### src/rtl/exc_pipe_chain.sv
// Purpose: carries per-instruction exception state (valid, code, PC, BD) from decode to CP0 commit,
//          merging later-stage detections so the oldest exception stays attached to the instruction.
// Latency: STAGES edges decode->commit; ExcDet -> ExcCode_Out and ExcPending/ExcStage are combinational.
// Backpressure: Stall[k] holds register k and inserts bubbles into k+1; Kill[k] loads a bubble;
//               flush (ActivateCP0/CoolCP0) and Rst override both.
// Ports: Clk/Rst (sync, active-high); ActivateCP0/CoolCP0 global flush; Vld_In/ExcCode_In/PC_In/BD_In
//        decode capture; ExcDet per-stage detected codes; Stall/Kill per-register control;
//        ExcCode_Out/PC_Out/BD_Out/Vld_Out commit view; ExcPending/ExcStage oldest pending exception.
module exc_pipe_chain #(
    parameter int STAGES = 3,
    parameter int CODE_W = 5,
    parameter int PC_W   = 32
) (
    input  logic                       Clk,
    input  logic                       Rst,
    input  logic                       ActivateCP0,
    input  logic                       CoolCP0,
    input  logic                       Vld_In,
    input  logic [CODE_W-1:0]          ExcCode_In,
    input  logic [PC_W-1:0]            PC_In,
    input  logic                       BD_In,
    input  logic [STAGES*CODE_W-1:0]   ExcDet,
    input  logic [STAGES-1:0]          Stall,
    input  logic [STAGES-1:0]          Kill,
    output logic [CODE_W-1:0]          ExcCode_Out,
    output logic [PC_W-1:0]            PC_Out,
    output logic                       BD_Out,
    output logic                       Vld_Out,
    output logic                       ExcPending,
    output logic [1:0]                 ExcStage
);

    logic [STAGES-1:0]             vld_q, vld_d;
    logic [STAGES-1:0]             bd_q, bd_d;
    logic [STAGES-1:0][CODE_W-1:0] code_q, code_d;
    logic [STAGES-1:0][PC_W-1:0]   pc_q, pc_d;

    // Merged code per register: a stored (older) code always beats a fresh detection.
    logic [STAGES-1:0][CODE_W-1:0] merged;

    // What each register would load if it advanced; entry 0 is the decode capture.
    logic [STAGES-1:0]             up_vld, up_bd, up_stall;
    logic [STAGES-1:0][CODE_W-1:0] up_code;
    logic [STAGES-1:0][PC_W-1:0]   up_pc;

    logic flush;
    assign flush = ActivateCP0 | CoolCP0;

    always_comb begin
        for (int k = 0; k < STAGES; k++) begin
            merged[k] = '0;
            if (code_q[k] != '0)
                merged[k] = code_q[k];
            else if (vld_q[k])
                merged[k] = ExcDet[k*CODE_W +: CODE_W];
        end
    end

    always_comb begin
        up_vld[0]   = Vld_In;
        up_code[0]  = ExcCode_In & {CODE_W{Vld_In}};
        up_pc[0]    = PC_In;
        up_bd[0]    = BD_In & Vld_In;
        up_stall[0] = 1'b0;
        for (int k = 1; k < STAGES; k++) begin
            up_vld[k]   = vld_q[k-1];
            up_code[k]  = merged[k-1];
            up_pc[k]    = pc_q[k-1];
            up_bd[k]    = bd_q[k-1];
            up_stall[k] = Stall[k-1];
        end
    end

    // Bubbles keep the PC so the commit-stage PC stays meaningful across gaps.
    always_comb begin
        vld_d  = vld_q;
        code_d = code_q;
        pc_d   = pc_q;
        bd_d   = bd_q;
        for (int k = 0; k < STAGES; k++) begin
            if (flush || Kill[k] || (!Stall[k] && up_stall[k])) begin
                vld_d[k]  = 1'b0;
                code_d[k] = '0;
                bd_d[k]   = 1'b0;
            end else if (!Stall[k]) begin
                vld_d[k]  = up_vld[k];
                code_d[k] = up_code[k];
                pc_d[k]   = up_pc[k];
                bd_d[k]   = up_bd[k];
            end
        end
    end

    always_ff @(posedge Clk) begin
        if (Rst) begin
            vld_q  <= '0;
            code_q <= '0;
            pc_q   <= '0;
            bd_q   <= '0;
        end else begin
            vld_q  <= vld_d;
            code_q <= code_d;
            pc_q   <= pc_d;
            bd_q   <= bd_d;
        end
    end

    assign ExcCode_Out = merged[STAGES-1];
    assign PC_Out      = pc_q[STAGES-1];
    assign BD_Out      = bd_q[STAGES-1];
    assign Vld_Out     = vld_q[STAGES-1];

    // Scan from the commit end back so the lowest index found is the one reported.
    always_comb begin
        ExcPending = 1'b0;
        ExcStage   = 2'd0;
        for (int k = STAGES - 1; k >= 0; k--) begin
            if (vld_q[k] && (merged[k] != '0)) begin
                ExcPending = 1'b1;
                ExcStage   = 2'(k);
            end
        end
    end

endmodule

### config.mk
export PLATFORM = sky130hd
export DESIGN_NAME = exc_pipe_chain
export DESIGN_NICKNAME = d
export VERILOG_FILES = /design/src/rtl/exc_pipe_chain.sv
export SDC_FILE = /design/constraint.sdc
export NUM_CORES = 1
export LEC_CHECK = 0
export BUFFER_PORTS_ARGS = -buffer_cell sky130_fd_sc_hd__clkbuf_2
export CORE_MARGIN = 3
export CORE_UTILIZATION = 40
export CTS_BUF_LIST = sky130_fd_sc_hd__clkbuf_8
export CTS_CLUSTER_SIZE = 12
export DETAILED_ROUTE_END_ITERATION = 12
export PLACE_DENSITY = 0.72
export SLEW_MARGIN = 15
export SYNTH_ARGS = -nofsm -noshare
export SYNTH_HDL_FRONTEND = slang
export SYNTH_SLANG_ARGS = --single-unit
### constraint.sdc
create_clock -name Clk -period 2.9 [get_ports Clk]
set_input_delay 0.58 -clock Clk [delete_from_list [all_inputs] [get_ports Clk]]
set_output_delay 0.58 -clock Clk [all_outputs]
set_load 0.01 [all_outputs]
Yosys cells after proc, flatten, opt, wreduce, memory -nomap -nowiden

Index checks and enable logic that the tools add are counted.

Bitwise operators: 9
Add/sub/neg operators: 0
Reduce and logical (&&, ||, !) cells: 24
Muxes and demuxes: 12
Shift operators: 0
Magnitude comparators: 0
Equal/unequal tests: 0
Divide/modulo/power cells: 0
$mul: 0

Operators by type and width:

| kind              | count |
|---|---|
| $mux 5            | 6 |
| $reduce_bool 5->1 | 6 |
| $mux 2            | 3 |
| $not 1->1         | 6 |
| $reduce_and 2->1  | 3 |
| $reduce_or 2->1   | 3 |
| $and 5x5->5       | 1 |
| $logic_and 1x1->1 | 5 |
| $logic_or 1x1->1  | 5 |
| $mux 1            | 3 |
| $logic_not 1->1   | 2 |
| $and 1x1->1       | 1 |
| $or 1x1->1        | 1 |

Output and inout port bits: 42
Latch bits: 0
Bits in read-only memories: 0
Bits of input ports: 64
Memories kept: 0
Register bits: 117
Logic and storage cells: 57
Bits in writable memories: 0

Logic depth before layout (Yosys ltp)

Gate-level depths: netlist of run 1.

Depth in word-level cells: 7
Depth in mapped cells: 5
Depth with buffers taken out: 3

Worst setup path before layout of run 1

No wires, ideal clock.

Path kind: register to output
Start: register code_q[10] (netlist bit)
End: output port ExcPending
Arrival: 1.380 ns
Required time: 2.320 ns
Stages on the path, launching flop included: 4
Buffers on the path: 0
Setup slack: 0.940 ns
Cell sequence: dfxtp_1 -> or4_4 -> o41ai_2 -> o211ai_1

Cells in the longest elaborated chain, start to end: 7

RTL lines:

| element                  | RTL line | RTL |
|---|---|---|
| from (decl)              | 35       | `logic [STAGES-1:0][CODE_W-1:0] code_q, code_d;` |
| from (signal assigned)   | 102      | `code_q <= code_d;` |
| $reduce_bool 5->1        | 52       | `if (code_q[k] != '0)` |
| $mux 5 (*)               | 52       |  |
| $reduce_bool 5->1 (*)    | 118      | `if (vld_q[k] && (merged[k] != '0)) begin` |
| $logic_and 1x1->1 (*)    | 118      |  |
| $mux 1 (*) (3 in series) | 118      |  |
| to (decl)                | 29       | `output logic ExcPending,` |

Mark *: on every way between the ends. The rest lies on a longest branch, timed or not.

Worst setup path in the final report of run 1

Same ends and word-level chain as after synthesis.

==> reports/metrics.csv, run 1 <==
stage,metric,value,unit
drt,Final ANT Viol Nets,0,
critical_path,reg-to-reg critical path endpoint,code_q[10],
floorplan,Die H,116,um
global_route,total gr overflow,0,
clock_tree,clk_lat worst skew,410,ps
sta,Layout Skew,7.93,ps
place,gpl congestion,0.883,
layout,share of layout cells above drive strength 1,0.234,
global_route,global-route wire length before repair,19600,um
clock_tree,"Clk pin slew, worst setup/hold paths",70,ps
min_path,HP Class,input pin to flop,
floorplan,Rows,39,
clock_tree,Num Clock Sinks,117,
critical_path,Crit-path slowest cell,or4_4,
synthesis,"Seq/Total Area, Yosys",0.484,
drt,first drt pass iteration count,6,
synthesis,Mean Syn Cell Area,8.14,um2
sta,Setup TNS,0,ps
synthesis,Synth Register Bits,117,
critical_path,Worst setup SP type,flop,
critical_path,"Max FO, Critical Path",3,
global_route,GRT busiest layer,met2,
power,P per Cell Area,584,nW/um2
floorplan,# IOs,106,
synthesis,"Distinct cells, synth",37,
sta,slew margin rel.,0.539,
global_route,largest net degree at the start of global routing,65,
critical_path,CP arrival,2020,ps
sta,Setup WS post-layout,301,ps
run,Max Cap Viol,0,
place,placed cell count,765,
clock_tree,Clock Tree Buf Depth,2,
place,post-detail-place hpwl,7750,um
drt,Initial DRC Count,266,
clock_tree,clk root buf,clkbuf_8,
layout,Layout area overhead,14.3,%
critical_path,worst path required time,2320,ps
drt,Avg WL per Cell,14.8,um
sta,RSZ-0062 raised after global routing,false,
drt,drt total wl,11800,um
global_route,antenna violations before repair,0,
critical_path,Worst Setup End Kind,output pin,
floorplan,Die X,116,um
power,peak supply drop,0.229,mV
clock_tree,Num CTS Buffers,17,
sta,final worst-path cycle share,0.896,
layout,Post-Layout Cell Count,797,
critical_path,crit-path cells,or4_4 > o41ai_2 > o211ai_1 > clkbuf_2,
global_route,M2 GR Usage,0.287,
outcome,status,"complete, no violations",
floorplan,full die area,13400,um2
clock_tree,Post-CTS Hold Fix Bufs,0,
layout,# nets final,705,
sta,f_max,385,MHz
synthesis,Syn Nets,658,
critical_path,crit path to,ExcPending,
global_route,met3 global-route usage,0.0444,
global_route,vias in the first global route,4061,
synthesis,Post-Synthesis Cells,594,
drt,via count,4267,
power,P_leak,2.04,nW
synthesis,Post-Syn Area,4830,um2
clock_tree,Post CTS Setup Buffer Count,0,
critical_path,Worst R2R Start,code_q[5],
floorplan,core area,11600,um2
layout,"commonest non-fill, non-tap cell in the layout",dfxtp_1,
drt,Vias/cell,5.35,
place,"worst slack, placed",645,ps
critical_path,CP Class,flop to output pin,
sta,Worst-Margin Slew,692,ps
synthesis,Yosys Warn Count,0,
drt,Residual DRC,0,
sta,Tmin final,2600,ps
critical_path,Reg2Reg Depth,3,
layout,most frequent cells in the layout,"dfxtp_1, clkbuf_2, a21oi_1, nand2_1",
clock_tree,CTS tree,yes,
critical_path,Reg2Reg Setup Slack,1410,ps
sta,final hold vios,0,
sta,Max Slew Vio Count,0,
place,Port Buffers,105,
clock_tree,H-tree depth,4,
sta,setup violators final,0,
clock_tree,Post-CTS Resized,0,
global_route,GRT Total Usage,0.181,
global_route,routing usage on met1,0.241,
critical_path,crit path from,code_q[10],
layout,n_diodes,0,
critical_path,CP max stage delay,560,ps
floorplan,starting density of the core,0.416,
[where the power goes]
part / leakage [nW] / internal (mW) / switching (mW)
combinational: 0.888 / 0.0598 / 0.127
clock: 0.205 / 0.789 / 0.627
sequential: 0.943 / 1.62 / 0.00724
[cells by family (layout without fill, tap and decap cells)]
family                 Yosys count  count (layout)  share of synthesized area
and+or+nand+nor                192             192                      0.189
DFF                            117             117                      0.484
muxes                            4               4                    0.00828
AOI/OAI and AO/OA              187             187                      0.213
buffers and inverters           94             154                      0.105
[sequential cells by signal (all words and copies together) (netlist names)]
register  flops
PC_Out       32
bd_q          3
code_q       15
pc_q         64
vld_q         3
[per-layer routing]
| layer | wire [um] | up-vias | part of all wire |
|---|---|---|---|
| met1 | 5450 | 1992 | 0.46 |
| met3 | 687 | 12 | 0.058 |
| li1 | - | 2137 | - |
| met2 | 5570 | 126 | 0.47 |
| met4 | 129 | 0 | 0.011 |
| met5 | 0 | - | 0 |
[area by class of cell]
| cell class | count | area [um2] |
|---|---|---|
| tap | 143 | 179 |
| sequential | 117 | 2340 |
| timing repair buffer | 113 | 588 |
| fill | 1187 | 6090 |
| clock buffer | 19 | 262 |
| inverter | 9 | 33.8 |
| multi-input combinational | 383 | 2000 |
| clock inverter | 13 | 116 |
[stage by stage]
step / power [mW] / utilization / cell area (um2) / hold slack, ps
4_1_cts: 3.25 / 0.476 / 5530 / 354
6_report: 3.23 / 0.476 / 5530 / 379
2_1_floorplan: 1.77 / - / 4830 / 437
3_3_place_gp: 1.84 / 0.443 / 5150 / 443
3_5_place_dp: 1.85 / 0.443 / 5150 / 447
5_1_grt: 3.34 / 0.476 / 5530 / 378
[Yosys cell counts (all sizes together)]
cell type  number  area [um2]
nor3            9        50.1
nand4           7        43.8
a311oi          3        26.3
or2             2        12.5
a22oi           6        45.0
nand2          65         244
a41o            1        10.0
nor2b           4        25.0
inv             9        33.8
nand2b          3        18.8
o211ai          1        7.51
or4             2        18.8
mux2i           4        40.0
o21ba           1        10.0
nor3b           2        20.0
a221oi          7        61.3
nand3          64         320
a21o            4        30.0
buf            58         374
nand3b          2        15.0
o21bai          1        7.51
nor2           25        93.8
a41oi           1        8.76
nor4            4        31.3
clkbuf         27         101
o21ai          64         320
dfxtp         117        2340
a21oi          97         485
o41ai           1        16.3
and4            1        8.76
or3             2        12.5
[worst min path at each step]
stage                    from        to  slack, ps  cells past startpoint
finish              PC_In[25]  pc_q[25]        380                      3
CTS                 PC_In[25]  pc_q[25]        350                      3
floorplan             pc_q[0]   pc_q[0]        440                      2
global route        PC_In[26]  pc_q[26]        380                      3
detailed placement    pc_q[3]   pc_q[3]        450                      2
global placement      pc_q[1]   pc_q[1]        440                      2
[worst max-delay path: cells and delay by family (launching register included)]
kind / cells / cell delay (ps)
AOI/OAI and AO/OA: 2 / 570
buffers and inverters: 1 / 150
DFF: 1 / 330
and+or+nand+nor: 1 / 560
Note: power is estimated with default switching activity, not from simulation.
==> run 2, diff against run 1 <==
--- a/config.mk
+++ b/config.mk
@@ -11,7 +11,7 @@
 export CTS_BUF_LIST = sky130_fd_sc_hd__clkbuf_8
 export CTS_CLUSTER_SIZE = 12
 export DETAILED_ROUTE_END_ITERATION = 12
-export PLACE_DENSITY = 0.72
+export PLACE_DENSITY = 0.74
 export SLEW_MARGIN = 15
 export SYNTH_ARGS = -nofsm -noshare
 export SYNTH_HDL_FRONTEND = slang
==> constraint.sdc (replaced) <==
create_clock -name Clk -period 2.3 [get_ports Clk]
set_input_delay 0.46 -clock Clk [delete_from_list [all_inputs] [get_ports Clk]]
set_output_delay 0.46 -clock Clk [all_outputs]
set_load 0.01 [all_outputs]
==> run 2 against run 1 <==
  * Critical endpoint is now ExcCode_Out[0]
  * First-iteration DRC count increased by 22%
  * Global-route usage increased by 0.063 points
  * The run now ends with negative setup slack left
  * Sequential power increased by 26%
==> reports/metrics.csv, run 2 (same netlist as run 1, synthesis figures left out) <==
stage,metric,value,unit,change
drt,first drt pass iteration count,6,,unchanged
sta,Setup WS post-layout,-19.9,ps,was 301 ps
layout,Layout area overhead,17.4,%,was 14.3%
layout,n_diodes,0,,unchanged
place,gpl congestion,0.906,,was 0.883
critical_path,Worst Setup End Kind,output pin,,unchanged
sta,Layout Skew,9.12,ps,was 7.93 ps
global_route,largest net degree at the start of global routing,65,,unchanged
sta,slew margin rel.,0.523,,was 0.539
floorplan,Rows,39,,unchanged
critical_path,CP Class,flop to output pin,,unchanged
clock_tree,CTS tree,yes,,unchanged
place,"worst slack, placed",237,ps,was 645 ps
critical_path,worst path required time,1840,ps,was 2320 ps
global_route,GRT Total Usage,0.181,,about the same
sta,setup violators final,5,,was 0
sta,Max Slew Vio Count,0,,unchanged
layout,most frequent cells in the layout,"dfxtp_1, clkbuf_2, a21oi_1, nand2_1",,unchanged
clock_tree,clk_lat worst skew,420,ps,was 410 ps
power,peak supply drop,0.376,mV,was 0.229 mV
global_route,antenna violations before repair,0,,unchanged
clock_tree,Num Clock Sinks,117,,unchanged
clock_tree,"Clk pin slew, worst setup/hold paths",70,ps,about the same
critical_path,Reg2Reg Depth,3,,unchanged
clock_tree,Clock Tree Buf Depth,2,,unchanged
outcome,status,"complete, but fails checks",,"was complete, no violations"
floorplan,core area,11600,um2,unchanged
critical_path,CP arrival,1860,ps,was 2020 ps
layout,# nets final,712,,was 705
sta,final hold vios,0,,unchanged
global_route,total gr overflow,0,,unchanged
place,post-detail-place hpwl,7980,um,was 7750 um
drt,via count,4370,,was 4267
drt,drt total wl,12000,um,was 11800 um
floorplan,starting density of the core,0.416,,unchanged
drt,Avg WL per Cell,14.9,um,was 14.8 um
global_route,vias in the first global route,4110,,was 4061
layout,Top reg by flops,pc_q,,unchanged
sta,Worst-Margin Slew,715,ps,was 692 ps
clock_tree,H-tree depth,4,,unchanged
sta,Tmin final,2320,ps,
drt,Vias/cell,5.44,,was 5.35
floorplan,Die H,116,um,unchanged
min_path,HP Class,input pin to flop,,unchanged
drt,Residual DRC,0,,unchanged
global_route,global-route wire length before repair,19500,um,was 19600 um
floorplan,full die area,13400,um2,unchanged
outcome,failing checks,negative setup slack,,
critical_path,Worst setup SP type,flop,,unchanged
place,Port Buffers,105,,unchanged
layout,max FFs per register,64,,unchanged
power,Overall Power,4.42,mW,was 3.23 mW
layout,fillers,1110,,was 1187
min_path,Hold Path Depth,3,,unchanged
floorplan,# IOs,106,,unchanged
run,Max Cap Viol,0,,unchanged
sta,final worst-path cycle share,1.01,,
clock_tree,Num CTS Buffers,17,,unchanged
layout,multi-input logic area,2020,um2,was 2000 um2
layout,share of layout cells above drive strength 1,0.247,,was 0.234
sta,RSZ-0062 raised after global routing,true,,was false
layout,Final Util,0.489,,was 0.476
power,P_leak,2.11,nW,was 2.04 nW
sta,f_max,431,MHz,
clock_tree,clk root buf,clkbuf_8,,unchanged
layout,"commonest non-fill, non-tap cell in the layout",dfxtp_1,,unchanged
drt,Initial DRC Count,325,,was 266
power,P per Cell Area,779,nW/um2,was 584 nW/um2
layout,register area,2340,um2,about the same
floorplan,Die X,116,um,unchanged
critical_path,"Max FO, Critical Path",4,,was 3
drt,Final ANT Viol Nets,0,,unchanged
[run 2: what timing repair did]
item / CTS / global route
hold buffers: 0 / 0
setup buffers: 1 / 2
setup endpoints to repair: 6 / 6
pin swaps: 8 / 6
gates resized for setup: 4 / 4
[run 2: area by class of cell]
cell class / instances / share of cell area
sequential: 117 / 0.413
clock inverter: 14 / 0.0370
clock buffer: 18 / 0.0436
multi-input combinational: 383 / 0.356
tap: 143 / 0.0315
inverter: 9 / 0.00595
timing repair buffer: 120 / 0.113
[run 2: worst paths after layout]
check	from	endpoint	slack, ps
max	code_q[13]	ExcCode_Out[0]	-20
min reg2reg	pc_q[31]	pc_q[31]	450
max reg2reg	code_q[5]	code_q[11]	780
min	PC_In[31]	pc_q[31]	260
[run 2: power breakdown]
part | switching [mW] | leakage, nW | internal (mW)
sequential | 0.00909 | 0.944 | 2.04
combinational | 0.164 | 0.926 | 0.0798
clock | 0.814 | 0.235 | 1.31
[run 2: critical path, cell delays in order, from the launching register on]
cell	delay [ps]
dfxtp_2	320
or4_4	570
nor3b_4	280
a21o_1	160
buf_2	120
[run 2: routing by layer]
| layer | vias to the layer above | track usage | share of wire |
|---|---|---|---|
| met5 | - | 0 | 0 |
| met4 | 0 | 0.0673 | 0.011 |
| met3 | 15 | 0.0381 | 0.067 |
| met2 | 160 | 0.310 | 0.49 |
| met1 | 2027 | 0.225 | 0.43 |
| li1 | 2168 | - | - |
[run 2: metrics by stage]
stage / instances / setup TNS, ps / area, um2 / hold slack, ps
after CTS: 802 / -183 / 5660 / 229
final: 804 / -39.5 / 5680 / 258
after detailed placement: 769 / 0 / 5180 / 448
after global placement: 769 / 0 / 5180 / 442
after floorplan: 594 / 0 / 4830 / 437
after global routing: 804 / -465 / 5680 / 243
